<file path="src/rtl/tm1638_pkg.sv">
// Shared constants and FSM encoding for the TM1638 BCD feeder.
// Digit codes match what the display driver decodes as blank and error.
package tm1638_pkg;

    localparam logic [3:0]  DIG_BLANK = 4'hF;
    localparam logic [3:0]  DIG_ERR   = 4'hE;
    localparam int unsigned NDIG_MAX  = 8;

    typedef enum logic [1:0] {
        StIdle  = 2'd0,
        StShift = 2'd1,
        StFin   = 2'd2
    } state_e;

    // Constant-evaluable power of ten, used for the overflow threshold.
    function automatic longint unsigned pow10(int unsigned n);
        longint unsigned r;
        r = 1;
        for (int unsigned i = 0; i < n; i++) begin
            r = r * 10;
        end
        return r;
    endfunction

endpackage

</file>
<file path="src/rtl/tm1638_bcd_feeder_if.sv">
// Value-in / digits-out bundle between an upstream producer and the BCD feeder.
// The master drives the request side; the slave (feeder) drives status and digits.
interface tm1638_bcd_feeder_if #(
    parameter int unsigned BIN_W = 27
);
    logic             in_valid;
    logic             in_ready;
    logic [BIN_W-1:0] value;
    logic [7:0]       led_in;
    logic             busy;
    logic             out_valid;
    logic             ovf;
    logic [3:0]       seg0;
    logic [3:0]       seg1;
    logic [3:0]       seg2;
    logic [3:0]       seg3;
    logic [3:0]       seg4;
    logic [3:0]       seg5;
    logic [3:0]       seg6;
    logic [3:0]       seg7;
    logic [7:0]       led;

    modport master (
        output in_valid, value, led_in,
        input  in_ready, busy, out_valid, ovf,
        input  seg0, seg1, seg2, seg3, seg4, seg5, seg6, seg7, led
    );

    modport slave (
        input  in_valid, value, led_in,
        output in_ready, busy, out_valid, ovf,
        output seg0, seg1, seg2, seg3, seg4, seg5, seg6, seg7, led
    );

endinterface

</file>
<file path="src/rtl/tm1638_bcd_feeder_bcd_dabble_step.sv">
// One double-dabble iteration: add 3 to every nibble >= 5, then shift left
// with the next binary bit entering the LSB.
module bcd_dabble_step #(
    parameter int unsigned NDIG = 8
) (
    input  logic [4*NDIG-1:0] acc_i,
    input  logic              bit_i,
    output logic [4*NDIG-1:0] acc_o
);

    logic [4*NDIG-1:0] adj;

    always_comb begin
        adj = acc_i;
        for (int i = 0; i < int'(NDIG); i++) begin
            // A corrected nibble is at most 9+3=12, so no carry leaves the nibble.
            if (acc_i[4*i +: 4] >= 4'd5) begin
                adj[4*i +: 4] = acc_i[4*i +: 4] + 4'd3;
            end
        end
        acc_o = {adj[4*NDIG-2:0], bit_i};
    end

endmodule

</file>
<file path="src/rtl/tm1638_bcd_feeder.sv">
// Binary-to-BCD feeder for the TM1638 driver: sequential double-dabble, one bit per clock,
// with optional leading-zero blanking; outputs hold until a whole result is committed.
module tm1638_bcd_feeder
    import tm1638_pkg::*;
#(
    parameter int unsigned BIN_W    = 27,
    parameter int unsigned NDIG     = 8,
    parameter int unsigned BLANK_LZ = 1
) (
    input  logic                   clkinput,
    input  logic                   rst,
    tm1638_bcd_feeder_if.slave     bus
);

    localparam int unsigned     ACC_W   = 4 * NDIG;
    localparam int unsigned     CNT_W   = $clog2(BIN_W + 1);
    localparam longint unsigned MAX_VAL = pow10(NDIG) - 1;
    localparam logic [ACC_W-1:0] SEG_RST = {{(NDIG - 1){DIG_BLANK}}, 4'h0};

    state_e             state_q, state_d;
    logic [BIN_W-1:0]   bin_q, bin_d;
    logic [ACC_W-1:0]   acc_q, acc_d;
    logic [CNT_W-1:0]   cnt_q, cnt_d;
    logic [7:0]         led_pend_q, led_pend_d;
    logic               ovf_pend_q, ovf_pend_d;
    logic [ACC_W-1:0]   seg_q, seg_d;
    logic [7:0]         led_q, led_d;
    logic               ovf_q, ovf_d;
    logic               out_valid_q, out_valid_d;

    logic [ACC_W-1:0]   acc_step;
    logic [ACC_W-1:0]   seg_fmt;
    logic               ovf_next;
    logic               lead;

    bcd_dabble_step #(
        .NDIG (NDIG)
    ) u_step (
        .acc_i (acc_q),
        .bit_i (bin_q[BIN_W-1]),
        .acc_o (acc_step)
    );

    assign ovf_next = 64'(bus.value) > MAX_VAL;

    // Leading-zero blanking scans from the top digit down; seg0 always shows.
    always_comb begin
        seg_fmt = acc_q;
        lead    = 1'b1;
        for (int i = int'(NDIG) - 1; i >= 1; i--) begin
            if ((BLANK_LZ != 0) && lead && (acc_q[4*i +: 4] == 4'd0)) begin
                seg_fmt[4*i +: 4] = DIG_BLANK;
            end else begin
                lead = 1'b0;
            end
        end
        if (ovf_pend_q) begin
            seg_fmt = {NDIG{DIG_ERR}};
        end
    end

    always_comb begin
        state_d     = state_q;
        bin_d       = bin_q;
        acc_d       = acc_q;
        cnt_d       = cnt_q;
        led_pend_d  = led_pend_q;
        ovf_pend_d  = ovf_pend_q;
        seg_d       = seg_q;
        led_d       = led_q;
        ovf_d       = ovf_q;
        out_valid_d = 1'b0;

        case (state_q)
            StIdle: begin
                if (bus.in_valid) begin
                    bin_d      = bus.value;
                    led_pend_d = bus.led_in;
                    ovf_pend_d = ovf_next;
                    acc_d      = '0;
                    cnt_d      = '0;
                    state_d    = StShift;
                end
            end
            StShift: begin
                acc_d = acc_step;
                bin_d = bin_q << 1;
                cnt_d = cnt_q + CNT_W'(1);
                if (cnt_q == CNT_W'(BIN_W - 1)) begin
                    state_d = StFin;
                end
            end
            StFin: begin
                seg_d       = seg_fmt;
                led_d       = led_pend_q;
                ovf_d       = ovf_pend_q;
                out_valid_d = 1'b1;
                state_d     = StIdle;
            end
            default: begin
                state_d = StIdle;
            end
        endcase
    end

    always_ff @(posedge clkinput) begin
        if (rst) begin
            state_q     <= StIdle;
            bin_q       <= '0;
            acc_q       <= '0;
            cnt_q       <= '0;
            led_pend_q  <= '0;
            ovf_pend_q  <= 1'b0;
            seg_q       <= SEG_RST;
            led_q       <= '0;
            ovf_q       <= 1'b0;
            out_valid_q <= 1'b0;
        end else begin
            state_q     <= state_d;
            bin_q       <= bin_d;
            acc_q       <= acc_d;
            cnt_q       <= cnt_d;
            led_pend_q  <= led_pend_d;
            ovf_pend_q  <= ovf_pend_d;
            seg_q       <= seg_d;
            led_q       <= led_d;
            ovf_q       <= ovf_d;
            out_valid_q <= out_valid_d;
        end
    end

    assign bus.in_ready  = (state_q == StIdle);
    assign bus.busy      = (state_q != StIdle);
    assign bus.out_valid = out_valid_q;
    assign bus.ovf       = ovf_q;
    assign bus.led       = led_q;
    assign bus.seg0      = seg_q[3:0];
    assign bus.seg1      = seg_q[7:4];
    assign bus.seg2      = seg_q[11:8];
    assign bus.seg3      = seg_q[15:12];
    assign bus.seg4      = seg_q[19:16];
    assign bus.seg5      = seg_q[23:20];
    assign bus.seg6      = seg_q[27:24];
    assign bus.seg7      = seg_q[31:28];

endmodule

</file>
<file path="src/flat_wrapper.sv">
// flat-port wrapper written by rule: the top's interface ports become plain ports
module tm1638_bcd_feeder_flat import tm1638_pkg::*;
#(
    parameter int unsigned BIN_W    = 27,
    parameter int unsigned NDIG     = 8,
    parameter int unsigned BLANK_LZ = 1
)
  (clkinput, rst, bus_in_valid, bus_value, bus_led_in, bus_in_ready, bus_busy, bus_out_valid, bus_ovf, bus_seg0, bus_seg1, bus_seg2, bus_seg3, bus_seg4, bus_seg5, bus_seg6, bus_seg7, bus_led);
  tm1638_bcd_feeder_if #(.BIN_W(BIN_W)) bus_i ();
  input  logic clkinput;
  input  logic rst;
  input wire logic [$bits(bus_i.in_valid)-1:0] bus_in_valid;
  input wire logic [$bits(bus_i.value)-1:0] bus_value;
  input wire logic [$bits(bus_i.led_in)-1:0] bus_led_in;
  output wire logic [$bits(bus_i.in_ready)-1:0] bus_in_ready;
  output wire logic [$bits(bus_i.busy)-1:0] bus_busy;
  output wire logic [$bits(bus_i.out_valid)-1:0] bus_out_valid;
  output wire logic [$bits(bus_i.ovf)-1:0] bus_ovf;
  output wire logic [$bits(bus_i.seg0)-1:0] bus_seg0;
  output wire logic [$bits(bus_i.seg1)-1:0] bus_seg1;
  output wire logic [$bits(bus_i.seg2)-1:0] bus_seg2;
  output wire logic [$bits(bus_i.seg3)-1:0] bus_seg3;
  output wire logic [$bits(bus_i.seg4)-1:0] bus_seg4;
  output wire logic [$bits(bus_i.seg5)-1:0] bus_seg5;
  output wire logic [$bits(bus_i.seg6)-1:0] bus_seg6;
  output wire logic [$bits(bus_i.seg7)-1:0] bus_seg7;
  output wire logic [$bits(bus_i.led)-1:0] bus_led;
  assign bus_i.in_valid = bus_in_valid;
  assign bus_i.value = bus_value;
  assign bus_i.led_in = bus_led_in;
  assign bus_in_ready = bus_i.in_ready;
  assign bus_busy = bus_i.busy;
  assign bus_out_valid = bus_i.out_valid;
  assign bus_ovf = bus_i.ovf;
  assign bus_seg0 = bus_i.seg0;
  assign bus_seg1 = bus_i.seg1;
  assign bus_seg2 = bus_i.seg2;
  assign bus_seg3 = bus_i.seg3;
  assign bus_seg4 = bus_i.seg4;
  assign bus_seg5 = bus_i.seg5;
  assign bus_seg6 = bus_i.seg6;
  assign bus_seg7 = bus_i.seg7;
  assign bus_led = bus_i.led;
  tm1638_bcd_feeder #(.BIN_W(BIN_W), .NDIG(NDIG), .BLANK_LZ(BLANK_LZ)) u_core (.clkinput(clkinput), .rst(rst), .bus(bus_i));
endmodule
</file>
<file path="config.mk">
export PLATFORM = sky130hd
export DESIGN_NAME = tm1638_bcd_feeder_flat
export DESIGN_NICKNAME = d
export VERILOG_FILES = /design/src/rtl/tm1638_pkg.sv /design/src/rtl/tm1638_bcd_feeder_if.sv /design/src/rtl/tm1638_bcd_feeder_bcd_dabble_step.sv /design/src/rtl/tm1638_bcd_feeder.sv /design/src/flat_wrapper.sv
export SDC_FILE = /design/constraint.sdc
export NUM_CORES = 1
export LEC_CHECK = 0
export CAP_MARGIN = 20
export CORE_ASPECT_RATIO = 0.75
export CORE_MARGIN = 2
export CORE_UTILIZATION = 65
export CTS_CLUSTER_DIAMETER = 40
export DETAILED_ROUTE_END_ITERATION = 10
export DONT_BUFFER_PORTS = 1
export PLACE_DENSITY = 0.93
export SYNTH_ARGS = -nofsm -noshare
export SYNTH_HDL_FRONTEND = slang
export SYNTH_SLANG_ARGS = --single-unit
export TNS_END_PERCENT = 1
</file>
<file path="constraint.sdc">
create_clock -name clkinput -period 4.4 [get_ports clkinput]
set_input_delay 1.32 -clock clkinput [delete_from_list [all_inputs] [get_ports clkinput]]
set_output_delay 1.32 -clock clkinput [all_outputs]
set_load 0.01 [all_outputs]
</file>
## Yosys cells after proc, flatten, opt, wreduce, memory -nomap -nowiden

Index checks and enable logic that the tools add are counted.

- Register bits after elaboration: 117
- Output and inout bits: 44
- Word-level logic and storage cells: 84

- $add $sub $neg: 9
- Eq/ne operators: 5
- Magnitude comparators: 9
- Muxes and demuxes: 32
- Reductions and logical operators: 19

Operators by type and width:

| cell | number |
|---|---|
| 32-bit 2-to-1 mux | 2 |
| 32-bit one-hot mux with 2 select lines | 1 |
| 4-bit 2-to-1 mux | 14 |
| 27-bit one-hot mux with 2 select lines | 1 |
| 4-bit by 3-bit greater-or-equal comparator with 1-bit output, second input constant | 8 |
| 4-bit by 2-bit adder with 4-bit output, second input constant | 7 |
| 4-bit zero test | 7 |
| 27-bit > comparator, second input constant | 1 |
| 27-bit 2-to-1 mux | 1 |
| 5-bit one-hot mux with 2 select lines | 1 |
| 1-bit 2-to-1 mux | 7 |
| 1-bit logical AND | 6 |
| 2-bit AND reduction | 3 |
| 5-bit by 1-bit adder with 5-bit output, second input constant | 1 |
| 5-bit equality test, second input constant | 1 |
| 5-bit 2-to-1 mux | 1 |
| 2-bit 2-to-1 mux | 2 |
| 2-bit one-hot mux with 2 select lines | 1 |
| 2-bit nonzero test | 2 |
| 3-bit by 2-bit adder with 3-bit output, second input constant | 1 |
| 3-bit 2-to-1 mux | 1 |
| 2-bit by 1-bit equality test with 1-bit output, second input constant | 1 |
| 2-bit equality test, second input constant | 1 |
| 2-bit zero test | 1 |
| 2 further kinds | 2 |

## Depth between registers and ports, before layout

Gate-level depths: netlist (run 1).

- Depth in word-level cells: 15
- Gate-level depth with buffers: 7
- Depth with buffers taken out: 7

## By module

Synthesis (run 1) repeated with hierarchy kept, for this count alone.

- Cells, all modules: 634
- Area, all modules: 5212.5 µm²

Modules (own cells, without submodules):

| module | area an instance (µm²) | seq. area each (µm²) | times used | cells an instance |
|---|---|---|---|---|
| tm1638_bcd_feeder | 4414.2 | 2342.2 | 1 | 509 |
| bcd_dabble_step | 798.3 | 0.0 | 1 | 125 |

## Least setup slack after synthesis (run 1)

No wires, ideal clock.

- Path type: input to register
- From: in bus_in_valid
- To: reg u_core.acc_q[15]
- Setup time: 0.117 ns
- Data required time: 4.283 ns
- Arrival time: 2.400 ns
- Setup slack: 1.883 ns
- Buffers on the path: 2
- Stages: 7
- Cells stage by stage: or3b_4 > nand2_4 > or2_1 > buf_4 > buf_6 > o31ai_1 > a32o_1

- Word-level cells in the longest chain between the ends: 2

RTL lines:

| element | RTL line | RTL |
|---|---|---|
| from (decl) | flat_wrapper.sv:12 | `input wire logic [$bits(bus_i.in_valid)-1:0] bus_in_valid;` |
| 2-bit != test (no line) | n/a |  |
| 2-bit AND reduction (no line) | n/a |  |
| to (signal assigned) | tm1638_bcd_feeder.sv:110 | `acc_q <= '0;` |
| to (signal assigned) | tm1638_bcd_feeder.sv:121 | `acc_q <= acc_d;` |
| to (decl) | tm1638_bcd_feeder.sv:22 | `logic [ACC_W-1:0] acc_q, acc_d;` |

No other way between the ends.
A chain may end at the register's enable or synchronous reset.

## Worst setup path in the final report (run 1)

- From: in bus_in_valid
- To: reg u_core.acc_q[27]

The elaborated chain is that of the path after synthesis.

==> results by group, run 1 <==
Status
  – Status: finished, final reports clean

Pwr
  – Sw power: 608 uW
  – Pwr dens: 460 nW/um^2
  – Seq pwr share: about 43%
  – Clk pwr share: 52.9%
  – Internal power: 1990 uW
  – Sw frac: 23.4%
  – Leak Pwr: about 0.0021 uW
  – Peak supply drop: approximately 0.00044 V
  – Gate power share: 4.5%

Yosys
  – Cell Area, Synth: 5060 sq um
  – Syn Inst Count: 588
  – Post-synthesis sequential area ratio: 46.3%
  – Synth cell types: between 40 and 50
  – FFs w/ async S/R, synth: 0%
  – Warnings, synthesis: 0
  – Register bit total from synthesis: 117
  – Ys flop type: dfxtp_1
  – Syn nets: 650
  – Post-synth EDFFs: 0
  – Avg Cell Area, Syn: 8.60 sq um

Clocking
  – H-tree Lvls: 4
  – Cts bufs inserted: 17
  – Post-cts resize count: 0
  – CTS Hold Bufs: 0
  – Clock buffer depth: 2
  – Clock latency on the worst-skew pair: 0.52 ns
  – Clock sinks: 117
  – CTS tree: built
  – Clk slew on worst S/H paths: ~0.06 ns
  – Post-CTS setup buffer count: 0
  – Root buf cell: clkbuf_8

Timing
  – Crit share post-route: 66.6%
  – Worst Max-Slew Pin Slew: 0.924 ns
  – Post-route minimum period: 2.93 ns
  – Setup TNS: 0 ns
  – RSZ-0062 raised after global routing: no
  – Slew headroom: 38.4%
  – Endpoints failing hold: 0
  – Clk_skew: 0.00815 ns
  – Slew Viols, Final: 0
  – Setup-failing EPs final: 0
  – Max Fclk: 0.341 GHz

Global route
  – Global-route wire length before repair: approximately 21 mm
  – Vias in the first global route: 4395
  – Remaining Overflow, GRT: 0
  – Antenna violations before repair: 0
  – Largest net degree at the start of global routing: 86
  – Global-route usage over all layers: ~31%

Floorplan
  – Die Span Y: 80.4 um
  – DIE AREA: 8510 sq um
  – Top Ports: 82
  – Core area: 7430 sq um
  – FP Rows: 27
  – Die width: 106 um
  – Initial Util: 68.0%

Layout
  – Layout cells sized above 1: between 7 and 8%
  – Most frequent cells in the layout: dfxtp_1 (117), nor2_1 (77), nand2_1 (66)
  – Filler Cell Count: between 400 and 500
  – Layout area overhead: 11.9%
  – NumNets Final: 638
  – Register area: 2340 sq um
  – Non-Filler Instances: between 600 and 700
  – Commonest non-fill, non-tap cell in the layout: dfxtp_1
  – Area of the multi-input gates: about 2500 sq um
  – Diodes inserted: 0
  – Final core utilization: 76.1%

Critical path
  – Setup crit end kind: flip-flop
  – R2R setup slack: 1.73 ns
  – Req. time, crit path: 4.81 ns
  – CP Capture Point: u_core.acc_q[27]$_SDFFE_PP0P_
  – Crit path from: bus_in_valid
  – FF-to-FF path depth: 5
  – Critical path fanouts, max: 30
  – Startpoint Class: input pin
  – Worst Path Arrival: about 3.3 ns
  – Setup CP Type: input pin to flip-flop
  – Reg-to-reg critical path startpoint: u_core.state_q[0]$_SDFFE_PP0P_
  – RR Endpoint: u_core.acc_q[27]$_SDFFE_PP0P_

Placed design
  – # placed instances: 658
  – Placer Congestion: 0.863
  – Port buffer count: 0
  – Detailed Place HPWL: 8.07 mm

Route
  – Vias: around 4600
  – DR pass1 iterations: 6
  – Post-route DRC: 0
  – Antenna-violating nets left: 0
  – Via density per instance: 6.65
  – Post-Route WL: 13.2 mm
  – Drt initial violations: 418
  – Routed wire per std cell: 19.1 um

Run
  – Max-cap check violation count: 0

Worst hold path
  – Hold Path Depth: 2
  – Worst hold path type: flip-flop to flip-flop
-- worst max-delay path: stages --
cell and delay, ns:
or3b_4 0.54, nand2_4 0.27, or2_1 0.73, o31ai_1 0.21
a32o_1 0.26
-- state kept, by name, indices dropped and copies added, names as in the netlist --
name / cells
u_core.acc_q: 32
u_core.seg_q: 32
u_core.bin_q: 27
u_core.bus.led: 8
u_core.led_pend_q: 8
u_core.cnt_q: 5
u_core.state_q: 2
u_core.bus.out_valid: 1
u_core.bus.ovf: 1
u_core.ovf_pend_q: 1
-- cell type report --
class	instances	share of cell area [%]
flip-flops and latches	117	41.4
repair buffers	4	0.531
well taps	101	2.23
clock buffers	17	7.32
multi-input cells	417	44.1
clock inverters	15	3.16
inverters	19	1.26
-- per-stage QoR --
stage,setup WS (ns),hold WS [ns],instance area [sq um],total power (uW)
after global placement,1.11,0.436,5070,1230
after floorplan,1.88,0.425,5060,1230
after detailed placement,1.00,0.441,5070,1240
after global routing,1.43,0.462,5660,2670
final,1.47,0.450,5660,2600
after CTS,1.54,0.449,5660,2600
-- power groups by stage --
stage,combinational (uW),sequential (uW),clock (uW)
2_1_floorplan,104,1120,0
3_3_place_gp,105,1130,0
3_5_place_dp,112,1130,0
4_1_cts,115,1110,1380
5_1_grt,128,1110,1430
6_report,117,1110,1370
-- synthesized netlist by cell type (all sizes together), types with 6 or more instances --
library cell	count	area share (%)
ha	24	5.9
nand2	67	5.1
o31ai	8	1.2
o21bai	6	0.89
inv	19	1.4
a32o	8	1.6
nor4	18	2.2
nand2b	22	2.7
buf	14	1.4
a22oi	10	1.5
clkbuf	21	1.6
o22a	6	1.0
nand4	6	0.74
a22o	8	1.4
nor2	77	5.7
o21ai	20	2.0
dfxtp	117	46
nor3	12	1.2
a21oi	50	4.9
xnor2	8	1.4
o22ai	20	2.5
-- logic make-up after synthesis --
family / count (synthesis) / share of synthesized area, %
buffers and inverters: 54 / 4.38
DFF: 117 / 46.3
adders and majority gates: 24 / 5.94
xor gates and xnor gates: 9 / 1.56
and+or+nand+nor: 227 / 21.4
AOI/OAI and AO/OA: 157 / 20.5
-- routing by layer --
metal	global-route usage, %	vias up	share of wire, %
met5	0	-	0
met1	37.2	2133	40
met3	12.4	67	11
li1	-	2064	-
met2	50.6	322	46
met4	13.7	0	3.4
-- how the worst min path moves through the flow --
stage | end | from | slack [ns]
2_1_floorplan | u_core.acc_q[0]$_SDFFE_PP0P_ | u_core.bin_q[26]$_SDFFE_PP0P_ | 0.42
3_3_place_gp | u_core.bus.led[7]$_SDFFE_PP0P_ | u_core.led_pend_q[7]$_SDFFE_PP0P_ | 0.44
3_5_place_dp | u_core.bin_q[1]$_SDFFE_PP0P_ | u_core.bin_q[1]$_SDFFE_PP0P_ | 0.44
4_1_cts | u_core.bin_q[1]$_SDFFE_PP0P_ | u_core.bin_q[1]$_SDFFE_PP0P_ | 0.45
5_1_grt | u_core.bin_q[3]$_SDFFE_PP0P_ | u_core.bin_q[3]$_SDFFE_PP0P_ | 0.46
6_report | u_core.bin_q[1]$_SDFFE_PP0P_ | u_core.bin_q[1]$_SDFFE_PP0P_ | 0.45
(Power assumes the default switching activity.)
==> run 2: changes to the inputs <==
- CORE_UTILIZATION: 65 -> 57
- PLACE_DENSITY: 0.93 -> 0.87
- clock period: 4.4 -> 2.4 ns (I/O delays scaled with it)
==> run 2 against run 1 <==
  * Total power increased by 79%
  * Non-clock buffer count up 10
  * Global-route usage fell by 6.0 points
  * Sequential cell count did not move
  * Count of clock-buffer cells in the layout up 6
  * Clock skew down 0.0013 ns
  * Combinational power increased by 94%
  * Critical path type is now flip-flop to flip-flop
  * Final cell count grew 1.9%
  * Die area up 13%
  * Sequential power grew 83%
  * Via count down 4.6%
  * Core utilization fell by 9.1 points
==> results by group, run 2 (synthesis gave the netlist of run 1 again) <==
Status
  – Status: finished, final reports clean

Floorplan
  – Initial Util: 59.3%
  – DIE AREA: 9650 sq um
  – Core area: 8530 sq um
  – Die Span Y: 85.6 um
  – FP Rows: 29
  – Die width: 113 um
  – Top Ports: 82

Timing
  – Setup TNS: 0 ns
  – Post-route minimum period: 2.07 ns
  – Endpoints failing hold: 0
  – Worst Max-Slew Pin Slew: about 0.73 ns
  – Setup-failing EPs final: 0
  – Max Fclk: 0.482 GHz
  – Crit share post-route: between 80% and 90%
  – Clk_skew: 0.00682 ns
  – RSZ-0062 raised after global routing: no
  – Slew Viols, Final: 0
  – Slew headroom: 51.0%

Global route
  – Remaining Overflow, GRT: 0
  – Vias in the first global route: 4045
  – Global-route wire length before repair: 19.7 mm
  – Antenna violations before repair: 0
  – Largest net degree at the start of global routing: 86
  – Global-route usage over all layers: ~25%

Clocking
  – Root buf cell: clkbuf_16
  – CTS tree: built
  – Clk slew on worst S/H paths: ~0.05 ns
  – Cts bufs inserted: 17
  – Clock latency on the worst-skew pair: 0.40 ns
  – CTS Hold Bufs: 0
  – Clock buffer depth: 2
  – Clock sinks: 117
  – H-tree Lvls: 4
  – Post-CTS setup buffer count: 0
  – Post-cts resize count: 0

Route
  – DR pass1 iterations: 5
  – Via density per instance: 6.22
  – Routed wire per std cell: 17.1 um
  – Antenna-violating nets left: 0
  – Drt initial violations: 423
  – Vias: 4374
  – Post-route DRC: 0
  – Post-Route WL: 12.0 mm

Worst hold path
  – Hold Path Depth: 1
  – Worst hold path type: input pin to flip-flop

Placed design
  – Port buffer count: 0
  – Placer Congestion: about 0.87
  – Placed Area: 5150 sq um
  – # placed instances: 675
  – Detailed Place HPWL: 7.91 mm

Layout
  – Final Instance Area: 5710 sq um
  – Area of the multi-input gates: 2500 sq um
  – Register area: 2340 sq um
  – Largest registers: u_core.acc_q (32), u_core.seg_q (32), u_core.bin_q (27)
  – Layout area overhead: 13.0%
  – Commonest non-fill, non-tap cell in the layout: dfxtp_1
  – Layout cells sized above 1: 7.73%
  – Filler Cell Count: 644
  – Diodes inserted: 0
  – NumNets Final: 648
  – Non-Filler Instances: between 700 and 800
  – Most frequent cells in the layout: dfxtp_1 (117), nor2_1 (77), nand2_1 (66)

Run
  – Max-cap check violation count: 0

Critical path
  – Crit-path max cell delay: 0.39 ns
  – Cell breakdown of the critical path: inv_1 > ha_1 > nor3b_2 > nand4_1 > nor3_1 > or3_1 > o22a_1
  – Worst path bufs/invs: 1
  – Req. time, crit path: 2.75 ns
  – Family with the most delay on the worst path: simple AND/OR/NAND/NOR gates
  – FF-to-FF path depth: 7
  – Slowest cell on crit path: nor3b_2
  – Critical Path Stages: 7
  – Startpoint Class: flip-flop
  – Setup crit end kind: flip-flop
  – Setup CP Type: flip-flop to flip-flop
  – Worst Path Arrival: 2.42 ns
  – Critical path fanouts, max: 5

Pwr
  – Pwr dens: 817 nW/um^2
  – Peak supply drop: 0.000918 V
  – Leak Pwr: 0.00214 uW
==> run 2: cell count changes in the layout (fill, tap and decap cells not counted), sizes merged <==
cell / change
buf: +10
inv: -3
clkbuf: +6
bufinv: -1
clkinvlp: -4
clkinv: -2
==> run 2: final timing paths <==
path | from | endpoint | slack, ns
setup / recovery | u_core.acc_q[28]$_SDFFE_PP0P_ | u_core.seg_q[5]$_SDFFE_PP1P_ | 0.33
hold reg to reg | u_core.led_pend_q[7]$_SDFFE_PP0P_ | u_core.bus.led[7]$_SDFFE_PP0P_ | 0.44
setup reg to reg | u_core.acc_q[28]$_SDFFE_PP0P_ | u_core.seg_q[5]$_SDFFE_PP1P_ | 0.33
hold / removal | rst | u_core.bus.led[1]$_SDFFE_PP0P_ | 0.38
==> run 2: routing by layer <==
layer  wire length, um  global-route usage [%]  up-vias
li1                  -                       -     2090
met1              5200                    33.5     2100
met2              5690                    40.0      170
met3               983                    8.20       14
met4               119                    7.54        0
met5                 0                       0        -
==> run 2: worst reg2reg max path, delay by kind of cell, from the launching register on <==
kind | cells | cell delay (ns)
simple gates | 4 | 1.16
flops | 1 | 0.32
compound gates | 1 | 0.15
fa+ha+maj | 1 | 0.26
buf+inv | 1 | 0.13
==> run 2: final cells by class <==
class	count	share of cell area, %
repair buffers	14	1.84
inverters	19	1.25
flip-flops and latches	117	41.0
clock buffers	23	8.54
clock inverters	5	1.31
well taps	108	2.37
multi-input cells	417	43.7
==> run 2: where the power goes <==
group / internal, uW / switching (uW)
combinational: 82.0 / 145
clock: 1610 / 801
sequential: 2000 / 32.5
total: 3690 / 978
==> run 2: stage by stage <==
stage          utilization (%)  power, uW  setup WS [ns]  hold slack [ns]
4_1_cts                   67.0       4680          0.388            0.376
3_5_place_dp              60.4       2290          0.242            0.439
3_3_place_gp              60.4       2280          0.293            0.429
5_1_grt                   67.0       4790          0.197            0.376
2_1_floorplan                -       2250          0.483            0.425
6_report                  67.0       4670          0.325            0.384
